File: src/rtl/reglist_sequencer_pkg.sv
// Shared definitions for the multi-register transfer sequencer:
// FSM states, architectural register indices and list geometry.
package reglist_sequencer_pkg;

  typedef enum logic [1:0] {
    ST_IDLE = 2'd0,
    ST_XFER = 2'd1,
    ST_WB   = 2'd2,
    ST_DONE = 2'd3
  } seq_state_t;

  localparam logic [3:0] REG_SP     = 4'd13;
  localparam logic [3:0] REG_LR     = 4'd14;
  localparam logic [3:0] REG_PC     = 4'd15;
  localparam int         LIST_W     = 9;
  localparam int         WORD_BYTES = 4;

endpackage

File: src/rtl/reglist_sequencer_prienc.sv
// Lowest-set-bit index and popcount of a register list; purely combinational.
module reglist_prienc
  import reglist_sequencer_pkg::*;
(
  input  logic [LIST_W-1:0] list_i,
  output logic [3:0]        idx_o,
  output logic              valid_o,
  output logic [3:0]        count_o
);

  // Scanning high to low leaves the lowest set bit as the final index.
  always_comb begin
    idx_o   = 4'd0;
    valid_o = 1'b0;
    count_o = 4'd0;
    for (int i = LIST_W - 1; i >= 0; i--) begin
      if (list_i[i]) begin
        idx_o   = 4'(i);
        valid_o = 1'b1;
        count_o = count_o + 4'd1;
      end
    end
  end

endmodule

File: src/rtl/reglist_sequencer.sv
// PUSH/POP/LDM/STM sequencer: one word access per listed register, then an
// optional base writeback. Handshake: mem_req holds address/data until mem_ack.
module reglist_sequencer
  import reglist_sequencer_pkg::*;
(
  input  logic        clk,
  input  logic        rst,
  input  logic        start,
  input  logic        is_load,
  input  logic        decr_before,
  input  logic        writeback,
  input  logic [3:0]  base_reg,
  input  logic [31:0] base_addr,
  input  logic [8:0]  reg_list,
  output logic        busy,
  output logic        done,
  output logic        err,
  output logic        mem_req,
  output logic        mem_we,
  output logic [31:0] mem_addr,
  output logic [31:0] mem_wdata,
  input  logic        mem_ack,
  input  logic [31:0] mem_rdata,
  output logic [3:0]  rd_addr,
  input  logic [31:0] rd_data,
  output logic [3:0]  wr_addr,
  output logic [31:0] wr_data,
  output logic        ld_rd,
  output logic [31:0] pc_wdata,
  output logic        ld_pc,
  output logic [1:0]  dbg_state
);

  seq_state_t        state_q;
  logic [LIST_W-1:0] remain_q;
  logic [31:0]       addr_q;
  logic [31:0]       wb_val_q;
  logic              is_load_q;
  logic              take_wb_q;
  logic              err_q;
  logic [3:0]        base_reg_q;

  logic [LIST_W-1:0] pe_list;
  logic [3:0]        pe_idx;
  logic              pe_valid;
  logic [3:0]        pe_count;

  // The encoder sees the incoming list in IDLE and the remaining list otherwise.
  assign pe_list = (state_q == ST_IDLE) ? reg_list : remain_q;

  reglist_prienc u_prienc (
    .list_i  (pe_list),
    .idx_o   (pe_idx),
    .valid_o (pe_valid),
    .count_o (pe_count)
  );

  logic [31:0]       span;
  logic [31:0]       low_addr;
  logic              base_in_list;
  logic              bad_req;
  logic [3:0]        cur_idx;
  logic [LIST_W-1:0] remain_next;
  logic              xfer;
  logic              beat_done;
  logic              ld_mem_rd;

  assign span         = 32'(pe_count) * 32'(WORD_BYTES);
  assign low_addr     = base_addr - span;
  assign base_in_list = (base_reg < 4'd8) ? reg_list[base_reg[2:0]]
                                          : ((base_reg == REG_PC) && reg_list[8]);
  assign bad_req      = (reg_list == '0) || (base_addr[1:0] != 2'b00);
  assign cur_idx      = pe_idx[3] ? (is_load_q ? REG_PC : REG_LR) : pe_idx;
  assign remain_next  = remain_q & ~(LIST_W'(1) << pe_idx);
  assign xfer         = (state_q == ST_XFER);
  assign beat_done    = xfer && mem_ack && pe_valid;
  assign ld_mem_rd    = beat_done && is_load_q && !pe_idx[3];

  always_ff @(posedge clk or negedge rst) begin
    if (!rst) begin
      state_q    <= ST_IDLE;
      remain_q   <= '0;
      addr_q     <= '0;
      wb_val_q   <= '0;
      is_load_q  <= 1'b0;
      take_wb_q  <= 1'b0;
      err_q      <= 1'b0;
      base_reg_q <= '0;
    end else begin
      case (state_q)
        ST_IDLE: begin
          if (start) begin
            is_load_q  <= is_load;
            base_reg_q <= base_reg;
            addr_q     <= decr_before ? low_addr : base_addr;
            wb_val_q   <= decr_before ? low_addr : (base_addr + span);
            take_wb_q  <= writeback && !(is_load && base_in_list);
            if (bad_req) begin
              err_q    <= 1'b1;
              remain_q <= '0;
              state_q  <= ST_DONE;
            end else begin
              err_q    <= 1'b0;
              remain_q <= reg_list;
              state_q  <= ST_XFER;
            end
          end
        end
        ST_XFER: begin
          if (beat_done) begin
            remain_q <= remain_next;
            addr_q   <= addr_q + 32'(WORD_BYTES);
            if (remain_next == '0) begin
              state_q <= take_wb_q ? ST_WB : ST_DONE;
            end
          end
        end
        ST_WB: begin
          state_q <= ST_DONE;
        end
        default: begin
          err_q   <= 1'b0;
          state_q <= ST_IDLE;
        end
      endcase
    end
  end

  assign busy      = (state_q != ST_IDLE);
  assign done      = (state_q == ST_DONE);
  assign err       = done && err_q;
  assign dbg_state = state_q;

  assign mem_req   = xfer;
  assign mem_we    = xfer && !is_load_q;
  assign mem_addr  = xfer ? addr_q : 32'd0;
  assign rd_addr   = (xfer && !is_load_q) ? cur_idx : 4'd0;
  assign mem_wdata = (xfer && !is_load_q) ? rd_data : 32'd0;

  // Register-file writes come either from a load ack or from the WB cycle.
  assign ld_rd    = (state_q == ST_WB) || ld_mem_rd;
  assign wr_addr  = (state_q == ST_WB) ? base_reg_q : (ld_mem_rd ? cur_idx : 4'd0);
  assign wr_data  = (state_q == ST_WB) ? wb_val_q : (ld_mem_rd ? mem_rdata : 32'd0);
  assign ld_pc    = beat_done && is_load_q && pe_idx[3];
  assign pc_wdata = ld_pc ? {mem_rdata[31:1], 1'b0} : 32'd0;

endmodule
File: config.mk
export PLATFORM = sky130hd
export DESIGN_NAME = reglist_sequencer
export DESIGN_NICKNAME = d
export VERILOG_FILES = /design/src/rtl/reglist_sequencer_pkg.sv /design/src/rtl/reglist_sequencer_prienc.sv /design/src/rtl/reglist_sequencer.sv
export SDC_FILE = /design/constraint.sdc
export NUM_CORES = 1
export LEC_CHECK = 0
export ABC_CLOCK_PERIOD_IN_PS = 7800
export CAP_MARGIN = 20
export CELL_PAD_IN_SITES_DETAIL_PLACEMENT = 0
export CELL_PAD_IN_SITES_GLOBAL_PLACEMENT = 1
export CORE_ASPECT_RATIO = 0.75
export CORE_MARGIN = 5
export CORE_UTILIZATION = 33
export DETAILED_ROUTE_END_ITERATION = 8
export HOLD_SLACK_MARGIN = 0.03
export PLACE_DENSITY_LB_ADDON = 0.1
export REMOVE_ABC_BUFFERS = 1
export SYNTH_ARGS = -nofsm -noshare
export SYNTH_HDL_FRONTEND = slang
export SYNTH_SLANG_ARGS = --single-unit
export TNS_END_PERCENT = 100
File: constraint.sdc
create_clock -name clk -period 7.8 [get_ports clk]
set_input_delay 1.56 -clock clk [delete_from_list [all_inputs] [get_ports clk]]
set_output_delay 1.56 -clock clk [all_outputs]
set_load 0.01 [all_outputs]
== Word level (Yosys, flattened, before mapping) ==
Index checks and enable logic that the tools add are counted.
W data, S select, Z words.

* Bits of input ports: 116
* Logic and storage cells: 117
* Output and inout bits: 145
* Bits in registers: 82

* Multiplexer cells: 59
* Reductions and logical operators: 26
* Bitwise gates (word level): 3
* Shifts and indexed selects: 1
* Equality and inequality tests: 7
* Add/sub/neg operators: 11
* Magnitude comparators: 2

{| class="wikitable"
|+ Operator list
! operator !! number
|-
| $mux W32 || 9
|-
| $mux W4 || 21
|-
| $pmux W32 S2 || 1
|-
| $mux W9 || 4
|-
| $add A32 B3 Y32 const B || 1
|-
| $add A32 B6 Y32 || 1
|-
| $sub A32 B6 Y32 || 1
|-
| $add A4 B1 Y4 const B || 7
|-
| $logic_not A9 Y1 || 2
|-
| $pmux W9 S2 || 1
|-
| $mux W1 || 16
|-
| $logic_and A1 B1 Y1 || 10
|-
| $and A9 B9 Y9 || 1
|-
| $not A9 Y9 || 1
|-
| $shl A1 B4 Y9 const A || 1
|-
| $mux W2 || 4
|-
| $pmux W2 S3 || 1
|-
| $reduce_and A3 Y1 || 2
|-
| $reduce_bool A2 Y1 || 3
|-
| $lt A3 B5 Y1 const B || 1
|-
| $eq A2 B2 Y1 const B || 2
|-
| $eq A4 B4 Y1 const B || 1
|-
| $lt A4 B4 Y1 const B || 1
|-
| $ne A2 B1 Y1 const B || 2
|-
| other kinds (11) || 15
|}

== Logic depth before layout (Yosys ltp) ==
* Depth in word-level cells: 23
* Mapped depth: 32
* Depth with buffers taken out: 30

== By module ==
Synthesis repeated with hierarchy kept, for this count alone.

* Cells, all modules: 1,014
* Area total of the unflattened synthesis: 8,094.0 um^2

{| class="wikitable"
|+ By module, submodules not included
! module !! cells each !! times used !! area each (um^2)
|-
| reglist_sequencer || 903 || 1 || 7,161.9
|-
| reglist_prienc || 111 || 1 || 932.1
|}

== Worst setup path before layout ==
No wires, ideal clock.

* Path type: input -> register
* From: in reg_list[8]
* To: reg addr_q[25]
* Slack: 0.522 ns
* Stages: 29
* Data arrival time: 7.152 ns
* Data required time: 7.674 ns
* Path through: mux2_2 ha_1 buf_1 or2_2 a21oi_1 nor4_1 nor2_1 ha_1 xor3_1 or3_1 o221a_2 ha_1 xnor2_1 o2bb2ai_2 nor2_1 ha_1 nand2_1 xor2_1 xnor2_1 ha_1 inv_1 a21oi_1 o211ai_1 or2_2 clkbuf_1 nor3_1 xnor2_1 nor2_1 a221o_1

* Word-level cells in the longest chain between the ends: 22

{| class="wikitable"
|+ Ends and longest elaborated chain
! what !! RTL line !! RTL
|-
| start: declaration || reglist_sequencer.sv:14 || <nowiki>input logic [8:0] reg_list,</nowiki>
|-
| $mux W9 (*) || reglist_sequencer.sv:49 || <nowiki>assign pe_list = (state_q == ST_IDLE) ? reg_list : remain_q;</nowiki>
|-
| $mux W1 || reglist_sequencer_prienc.sv:17 || <nowiki>if (list_i[i]) begin</nowiki>
|-
| $add A1 B1 Y2 || reglist_sequencer_prienc.sv:20 || <nowiki>count_o = count_o + 4'd1;</nowiki>
|-
| $mux W4 || reglist_sequencer_prienc.sv:17 ||
|-
| $add A4 B1 Y4 || reglist_sequencer_prienc.sv:20 ||
|-
| $mux W4 || reglist_sequencer_prienc.sv:17 ||
|-
| $add A4 B1 Y4 || reglist_sequencer_prienc.sv:20 ||
|-
| $mux W4 || reglist_sequencer_prienc.sv:17 ||
|-
| [... 6 more ...] || -- ||
|-
| $add A4 B1 Y4 || reglist_sequencer_prienc.sv:20 ||
|-
| $mux W4 || reglist_sequencer_prienc.sv:17 ||
|-
| $add A4 B1 Y4 || reglist_sequencer_prienc.sv:20 ||
|-
| $mux W4 || reglist_sequencer_prienc.sv:17 ||
|-
| $sub A32 B6 Y32 || reglist_sequencer.sv:69 || <nowiki>assign low_addr = base_addr - span;</nowiki>
|-
| $mux W32 || reglist_sequencer.sv:95 || <nowiki>addr_q <= decr_before ? low_addr : base_addr;</nowiki>
|-
| $mux W32 || reglist_sequencer.sv:92 || <nowiki>if (start) begin</nowiki>
|-
| $pmux W32 S2 || reglist_sequencer.sv:90 || <nowiki>case (state_q)</nowiki>
|-
| end signal: assignment || reglist_sequencer.sv:95 ||
|-
| end signal: assignment || reglist_sequencer.sv:112 || <nowiki>addr_q <= addr_q + 32'(WORD_BYTES);</nowiki>
|-
| end: declaration || reglist_sequencer.sv:36 || <nowiki>logic [31:0] addr_q;</nowiki>
|}

Mark *: on every way between the ends. The rest lies on a longest branch, timed or not. The select of a mux whose other input is x is not followed.
A chain may end at the register's enable or synchronous reset.

== Worst setup path after layout ==
* From: in reg_list[8]
* To: reg addr_q[22]

The elaborated chain is that of the path after synthesis.

==> results.txt <==
The capture instance of the worst register-to-register path is addr_q[22]. Synthesis handed over a netlist of 1,024 instances. The logs give 48 for the number of cell rows and 0.008068 ns for the worst clock skew. For the register area share after synthesis, the log shows 26.61%. The post-route netlist has 8.406% of its cells at a drive strength greater than 1. For the net count of the finished layout, the log shows 1,397.

The worst hold path class is register to register. The post-synthesis cell area was 7710 um2. The width of the chip is 186.5 um. Entering global routing, the biggest net connects 71 pins. The clock period minus worst slack was 7.384 ns; the global-route wire length before repair was 45.72 mm. In this run the post-CTS setup repair buffer count came out at 0.

The clock passes through at most 2 buffers. The worst pin sits at a relative slew slack of 28.10%. Dividing total power by cell area gives a power density of 446.2 nW/um2.

The die covers 26,550 um2. The most critical setup path has its endpoint at addr_q[22]. In this run the mean area of a mapped cell was 7.529 um2. The startpoint identified for the worst register-to-register timing path is dbg_state[0].

In this run the worst path has a maximum fanout of 7. Leaving out filler cells and counting taps, the final layout contains 1,561. Ranked by instance count, the synthesized netlist is headed by sky130_fd_sc_hd__nand2_1, sky130_fd_sc_hd__o21ai_0, sky130_fd_sc_hd__and2_1, sky130_fd_sc_hd__dfrtp_1, sky130_fd_sc_hd__a21oi_1. The synthesized design contains 0 enable-type register cells. Clock-pin slew was measured on the worst setup and hold paths at 0.07 ns. The critical path is of the input port to register type.

The cell that appears most often on the critical path is sky130_fd_sc_hd__ha_1. The total grt overflow is 0. The cell taking the most area after synthesis was sky130_fd_sc_hd__dfrtp_1. Max-cap violations in this run came to 0. The pin slew with the least headroom to its limit came out at 1.079 ns. In this run, CTS created clock tree buffers numbering 9. The flow ran to the end, and the final reports show no timing, DRC or antenna violations.

By area the synthesized netlist is led by sky130_fd_sc_hd__dfrtp_1, sky130_fd_sc_hd__nand2_1, sky130_fd_sc_hd__and2_1. The number of I/O port buffers came out at 259. For the worst setup path, the data arrival time is 7.66 ns. The highest cell delay on the worst timing path was 0.47 ns; the overall power was 4.881 mW. The congestion estimate from routability-driven global placement came to 0.8659. For the first-pass iteration count of the detailed router, the log shows 5. The count of nets left with antenna violations once routing finished came out at 0. Setup repair after global routing could not meet its margin everywhere. For this run, asynchronously set or reset flops after synthesis account for 100.0%. The number of sinks driven by the clock tree is 82. The worst voltage drop across the vdd grid was 268.4 uV; the critical path depth was 28. TritonCTS built the clock tree. The top cell type by area accounts for 26.61% of the synthesized area. STA classifies the critical path endpoint as a register. Counting tap cells, the placed design contains a total of 1,546 instances.

After the first detailed-routing iteration, the DRC count stood at 630. Among all cell types in the netlist, the one instantiated most often is sky130_fd_sc_hd__nand2_1. The critical path required time came out at 8.08 ns. The final count of pins violating max slew is 0, and the chip height is 142.4 um. The logs give 7,706 for the via count of the first global-routing pass and 4.244 nW for the static leakage. The cell family contributing the most delay on the critical path is adder cells. After synthesis the netlist holds a flip-flop and latch count of 82. The worst setup path is launched from an input port. The cts-stage hold buffer count was 0; the setup-violating endpoint count in the final report was 0. 261 I/O pins were placed. The global routing usage summed across all routing layers is 21.44%. The area growth from synthesis to layout is 41.89%. The core area came out at 23,000 um2. The final clock period utilization by the worst path is 94.67%, and the final wirelength is 29.12 mm. Number of remaining DRC errors: 0. The most used flip-flop cell after synthesis is sky130_fd_sc_hd__dfrtp_1.

0 antenna diodes ended up in the layout. At the later pin of the worst-skew pair, clock insertion delay measures 0.35 ns. The detail-routed net length per standard cell is 18.65 um, and the worst setup slack for register-to-register paths is 1.01 ns. The routed via count came out at 8,090. The most critical setup path has its startpoint at reg_list[8]. The critical path contains buffers and inverters numbering 4 combined.

The worst-case reg-to-reg path depth was 26; the top achievable clock speed was 0.1354 GHz. The number of antenna violations at the first check in global routing came out at 0. On the critical path, the stage with the largest delay is an instance of sky130_fd_sc_hd__clkdlybuf4s50_1. The number of hold violations in the final report is 0, and the effective utilization at floorplan is 33.52%. For this run, the number of Yosys warnings is 0.

The netlist uses 77 different library cells. The detailed-placement wirelength estimate was 22.60 mm. In the routed layout, each cell is associated on average with a via count of 5.183. The clock tree synthesis step divided the H-tree into 3 levels. CTS placed an instance of sky130_fd_sc_hd__clkbuf_16 at the clock tree root. After routing, the total negative slack on setup checks comes to 0 ns.
-- placed cells by master (no fill, tap or decap), drive strengths merged, types with 3 or more instances in the layout --
cell,instances
a21oi,58
a22o,11
a311oi,3
a31oi,11
and2,94
and3,16
buf,30
clkbuf,10
clkdlybuf4s50,258
clkinv,3
dfrtp,82
ha,22
inv,27
mux2,16
mux2i,12
nand2,158
nand2b,4
nand3,35
nand4,8
nor2,57
nor2b,7
nor3,30
nor3b,5
nor4,8
nor4b,3
o21ai,115
o21bai,5
o221a,3
o22ai,27
o2bb2ai,3
o31ai,6
or2,8
or3,14
xnor2,39
xor2,39
-- cell type report --
class / count / area, um2
Multi-Input combinational cell: 849 / 5318
Sequential cell: 82 / 2052
Tap cell: 300 / 375.4
Timing Repair Buffer: 288 / 2808
Inverter: 27 / 101.3
Clock buffer: 10 / 229.0
Fill cell: 2327 / 12060
Clock inverter: 5 / 56.30
-- routing by layer --
metal	global-route usage (%)	routed length, um	vias to the layer above
met2	29.42	11260	337
met4	3.680	248	0
met3	5.983	2371	18
met1	33.44	15240	3694
met5	0	0	-
li1	-	-	4041
-- worst min-delay path by stage --
stage / start / to / cells after the start
after floorplan: take_wb_q / take_wb_q / 2
after global placement: wb_val_q[9] / wb_val_q[9] / 2
after detailed placement: wb_val_q[20] / wb_val_q[20] / 2
after CTS: wb_val_q[20] / wb_val_q[20] / 2
after global routing: wb_val_q[20] / wb_val_q[20] / 2
final: wb_val_q[12] / wb_val_q[12] / 2
-- cells by family (layout without fill, tap and decap cells) --
family	count (synthesis)	count (layout)	share of synthesized area, %
fa+ha+maj	24	24	4.090
buf+inv	93	330	5.014
flops	82	82	26.61
xor+xnor	79	79	9.656
mux	30	30	4.787
compound gates	262	262	20.33
other cells	1	1	0.04864
simple gates	453	453	29.45
-- where the power goes --
| part | switching, mW | internal [mW] | total [mW] |
|---|---|---|---|
| combinational | 2.00 | 1.60 | 3.60 |
| sequential | 0.210 | 0.636 | 0.846 |
| clock | 0.191 | 0.246 | 0.437 |
| total | 2.40 | 2.48 | 4.88 |
-- timing repair --
item,4_1_cts,5_1_grt
endpoints found under the setup margin,0,12
endpoints found under the hold margin,0,0
gates resized for setup,0,8
-- flip-flops by register name, summed over array words and instances (netlist names) --
signal,cells
addr_q,32
base_reg_q,4
dbg_state,2
err_q,1
is_load_q,1
remain_q,9
take_wb_q,1
wb_val_q,32
-- worst reg2reg max path, cell delays in order, from the launching register on --
cell and delay (ns):
sky130_fd_sc_hd__dfrtp_1 0.43, sky130_fd_sc_hd__inv_1 0.11, sky130_fd_sc_hd__ha_1 0.33, sky130_fd_sc_hd__buf_4 0.43
sky130_fd_sc_hd__mux2i_1 0.56, sky130_fd_sc_hd__and4_1 0.32, sky130_fd_sc_hd__nor4_2 0.06, sky130_fd_sc_hd__nor2_1 0.16
sky130_fd_sc_hd__ha_1 0.28, sky130_fd_sc_hd__xor3_1 0.34, sky130_fd_sc_hd__or3_1 0.31, sky130_fd_sc_hd__o221a_2 0.15
sky130_fd_sc_hd__ha_1 0.28, sky130_fd_sc_hd__xnor2_1 0.19, sky130_fd_sc_hd__o2bb2ai_2 0.15, sky130_fd_sc_hd__nor2_1 0.07
sky130_fd_sc_hd__ha_1 0.30, sky130_fd_sc_hd__a21oi_1 0.10, sky130_fd_sc_hd__fa_1 0.47, sky130_fd_sc_hd__nor2b_1 0.16
sky130_fd_sc_hd__o21bai_1 0.26, sky130_fd_sc_hd__nand4_1 0.21, sky130_fd_sc_hd__buf_4 0.21, sky130_fd_sc_hd__nor3_1 0.23
sky130_fd_sc_hd__xor2_1 0.36, sky130_fd_sc_hd__o22ai_1 0.12, sky130_fd_sc_hd__a21oi_1 0.14
-- stage by stage --
step	worst slack, ns	hold slack [ns]	area (um2)	util, %
6_report	0.4156	0.4767	10940	47.56
5_1_grt	-0.01745	0.5035	10940	47.56
4_1_cts	0.3717	0.4863	10910	47.42
3_5_place_dp	0.03320	0.4720	10620	46.18
3_3_place_gp	0.1275	0.4642	10620	46.18
2_1_floorplan	0.6701	0.4413	7425	-
No activity file was read; power rests on OpenSTA's default activity.
==> RTL edit (same settings) <==
Reset style: synchronous (`rst`), changed in one clocked block.
--- a/src/rtl/reglist_sequencer.sv
+++ b/src/rtl/reglist_sequencer.sv
@@ -77,5 +77,5 @@
   assign ld_mem_rd    = beat_done && is_load_q && !pe_idx[3];
 
-  always_ff @(posedge clk or negedge rst) begin
+  always_ff @(posedge clk) begin
     if (!rst) begin
       state_q    <= ST_IDLE;
Formal check against the unedited RTL: differs if rst is asserted again (counterexample within 4 cycles, from zero or initial values and one cycle with rst low); with rst held inactive, the same outputs for 4 cycles.
==> RTL edit against the original RTL <==
Wire length up 9.2%; area after synthesis up 1.8%; fmax down 0.26%; total power down 9.0%; cell area up 3.7%; setup slack worse by 0.019 ns; sequential share of layout area down 4.3 points; sequential cell count unchanged; largest cell class unchanged.
==> RTL edit: results (changes against the original RTL) <==
TIMING
--------------------------------------------------------------------
Slew at the pin closest to its max-slew limit               0.941 ns   -0.137 ns
Skew final                                                 0.0104 ns   +0.00234 ns
Fin Hold WS                                                 0.457 ns   -0.0197 ns

PWR
--------------------------------------------------------------------
Max rail drop VDD                                           0.206 mV   -23%
Overall power after layout                                 0.00444 W   -9.0%
Reported leakage power                                       4.12 nW   -2.9%

FINAL LAYOUT
--------------------------------------------------------------------
Layout fillers                                                 2,356   +1.2%
Post-layout nets                                               1,538   +10%
Ratio of cells with drive above 1 in the final layout          9.21%   +0.80 points

GLOBAL ROUTE
--------------------------------------------------------------------
Number of global-route vias before repair                      8,548   +11%
GRT Overall Usage                                              22.8%   +1.4 points
Largest net degree at the start of global routing                 88   +24%
First-pass GRT wire length                                 49,500 um   +8.2%

SYNTHESIS
--------------------------------------------------------------------
Leading post-synthesis cells by instance count          199 x sky130_fd_sc_hd__nand2_1, 103 x sky130_fd_sc_hd__a21oi_1, 97 x sky130_fd_sc_hd__and2_1, 89 x sky130_fd_sc_hd__o21ai_0, 82 x sky130_fd_sc_hd__dfxtp_1
Top cells by area, synth                                sky130_fd_sc_hd__dfxtp_1 21%, sky130_fd_sc_hd__nand2_1 9.5%, sky130_fd_sc_hd__and2_1 7.7%, sky130_fd_sc_hd__a21oi_1 6.6%, sky130_fd_sc_hd__o21ai_0 5.7%
Async SR Flop Fraction                                            0%   -100 points
Sequential cell area fraction in the yosys report              20.9%   -5.7 points
Count of different cell masters after synthesis                   74   -3.9%
Primary FF master, synth                                sky130_fd_sc_hd__dfxtp_1

PLACED DESIGN
--------------------------------------------------------------------
Hpwl dp                                                    24,200 um   +6.9%

DETAILED ROUTING
--------------------------------------------------------------------
First DRT Iteration DRCs                                         865   +37%
Drt total wl                                               31,800 um   +9.2%

WORST SETUP PATH
--------------------------------------------------------------------
Largest fanout on the critical path                                3   -4
Slowest cell on the critical path                       sky130_fd_sc_hd__fa_1

RUN STATUS
--------------------------------------------------------------------
Outcome                                                 complete, no violations

==> RTL edit: cell families after synthesis <==
| logic type | count (synthesis) | synth area share, % |
|---|---|---|
| buffers and inverters | 107 | 5.50 |
| other | 1 | 0.0478 |
| and+or+nand+nor | 520 | 32.8 |
| xor gates and xnor gates | 77 | 8.79 |
| muxes | 29 | 4.64 |
| AOI/OAI and AO/OA | 298 | 23.0 |
| adders and majority gates | 26 | 4.34 |
| DFF | 82 | 20.9 |
==> RTL edit: timing repair <==
action | 4_1_cts | 5_1_grt
gates resized for setup | 0 | 12
endpoints found under the setup margin | 0 | 28
setup buffers | 0 | 1
==> RTL edit: per-layer routing <==
layer / vias up / wire, um / global-route usage (%)
met1: 4225 / 16100 / 33.8
met4: 0 / 352 / 4.36
li1: 4510 / - / -
met2: 323 / 13200 / 34.1
met3: 22 / 2140 / 5.15
met5: - / 0 / 0
==> RTL edit: path summary, 6_finish.rpt <==
check / startpoint / to
worst max register to register: dbg_state[0] / wb_val_q[28]
worst min-delay path: base_reg_q[0] / base_reg_q[0]
worst min register to register: base_reg_q[0] / base_reg_q[0]
worst max-delay path: reg_list[8] / wb_val_q[28]
==> RTL edit: worst max-delay path, delay by kind of cell <==
kind / cells / cell delay (ns)
fa+ha+maj: 5 / 1.62
mux: 2 / 0.58
simple gates: 9 / 1.42
compound gates: 8 / 1.16
xor+xnor: 4 / 0.68
buf+inv: 3 / 0.62
==> RTL edit: metrics by stage <==
stage	std cells	util (%)	TNS, ns	area [um^2]	setup slack (ns)
finish	1702	49.0	0	11300	0.396
global route	1701	48.9	0	11300	0.00513
CTS	1699	48.6	0	11300	0.117
detailed placement	1683	47.4	-1.45	11000	-0.223
global placement	1683	47.4	-0.587	11000	-0.164
floorplan	1061	-	0	7520	0.180
==> RTL edit: where the power goes <==
part / switching (W) / internal (W) / total [W]
sequential: 0.000128 / 0.000544 / 0.000672
clock: 0.000214 / 0.000225 / 0.000439
combinational: 0.00185 / 0.00148 / 0.00333
total: 0.00219 / 0.00225 / 0.00444
==> RTL edit: area by class of cell <==
cell class / count / area, um^2 / share of cell area [%]
multi-input cells: 951 / 5850 / 51.6
repair buffers: 324 / 3080 / 27.1
inverters: 28 / 105 / 0.926
clock buffers: 9 / 225 / 1.98
diodes: 1 / 2.50 / 0.0221
flip-flops and latches: 82 / 1640 / 14.5
well taps: 300 / 375 / 3.31
clock inverters: 7 / 70.1 / 0.617
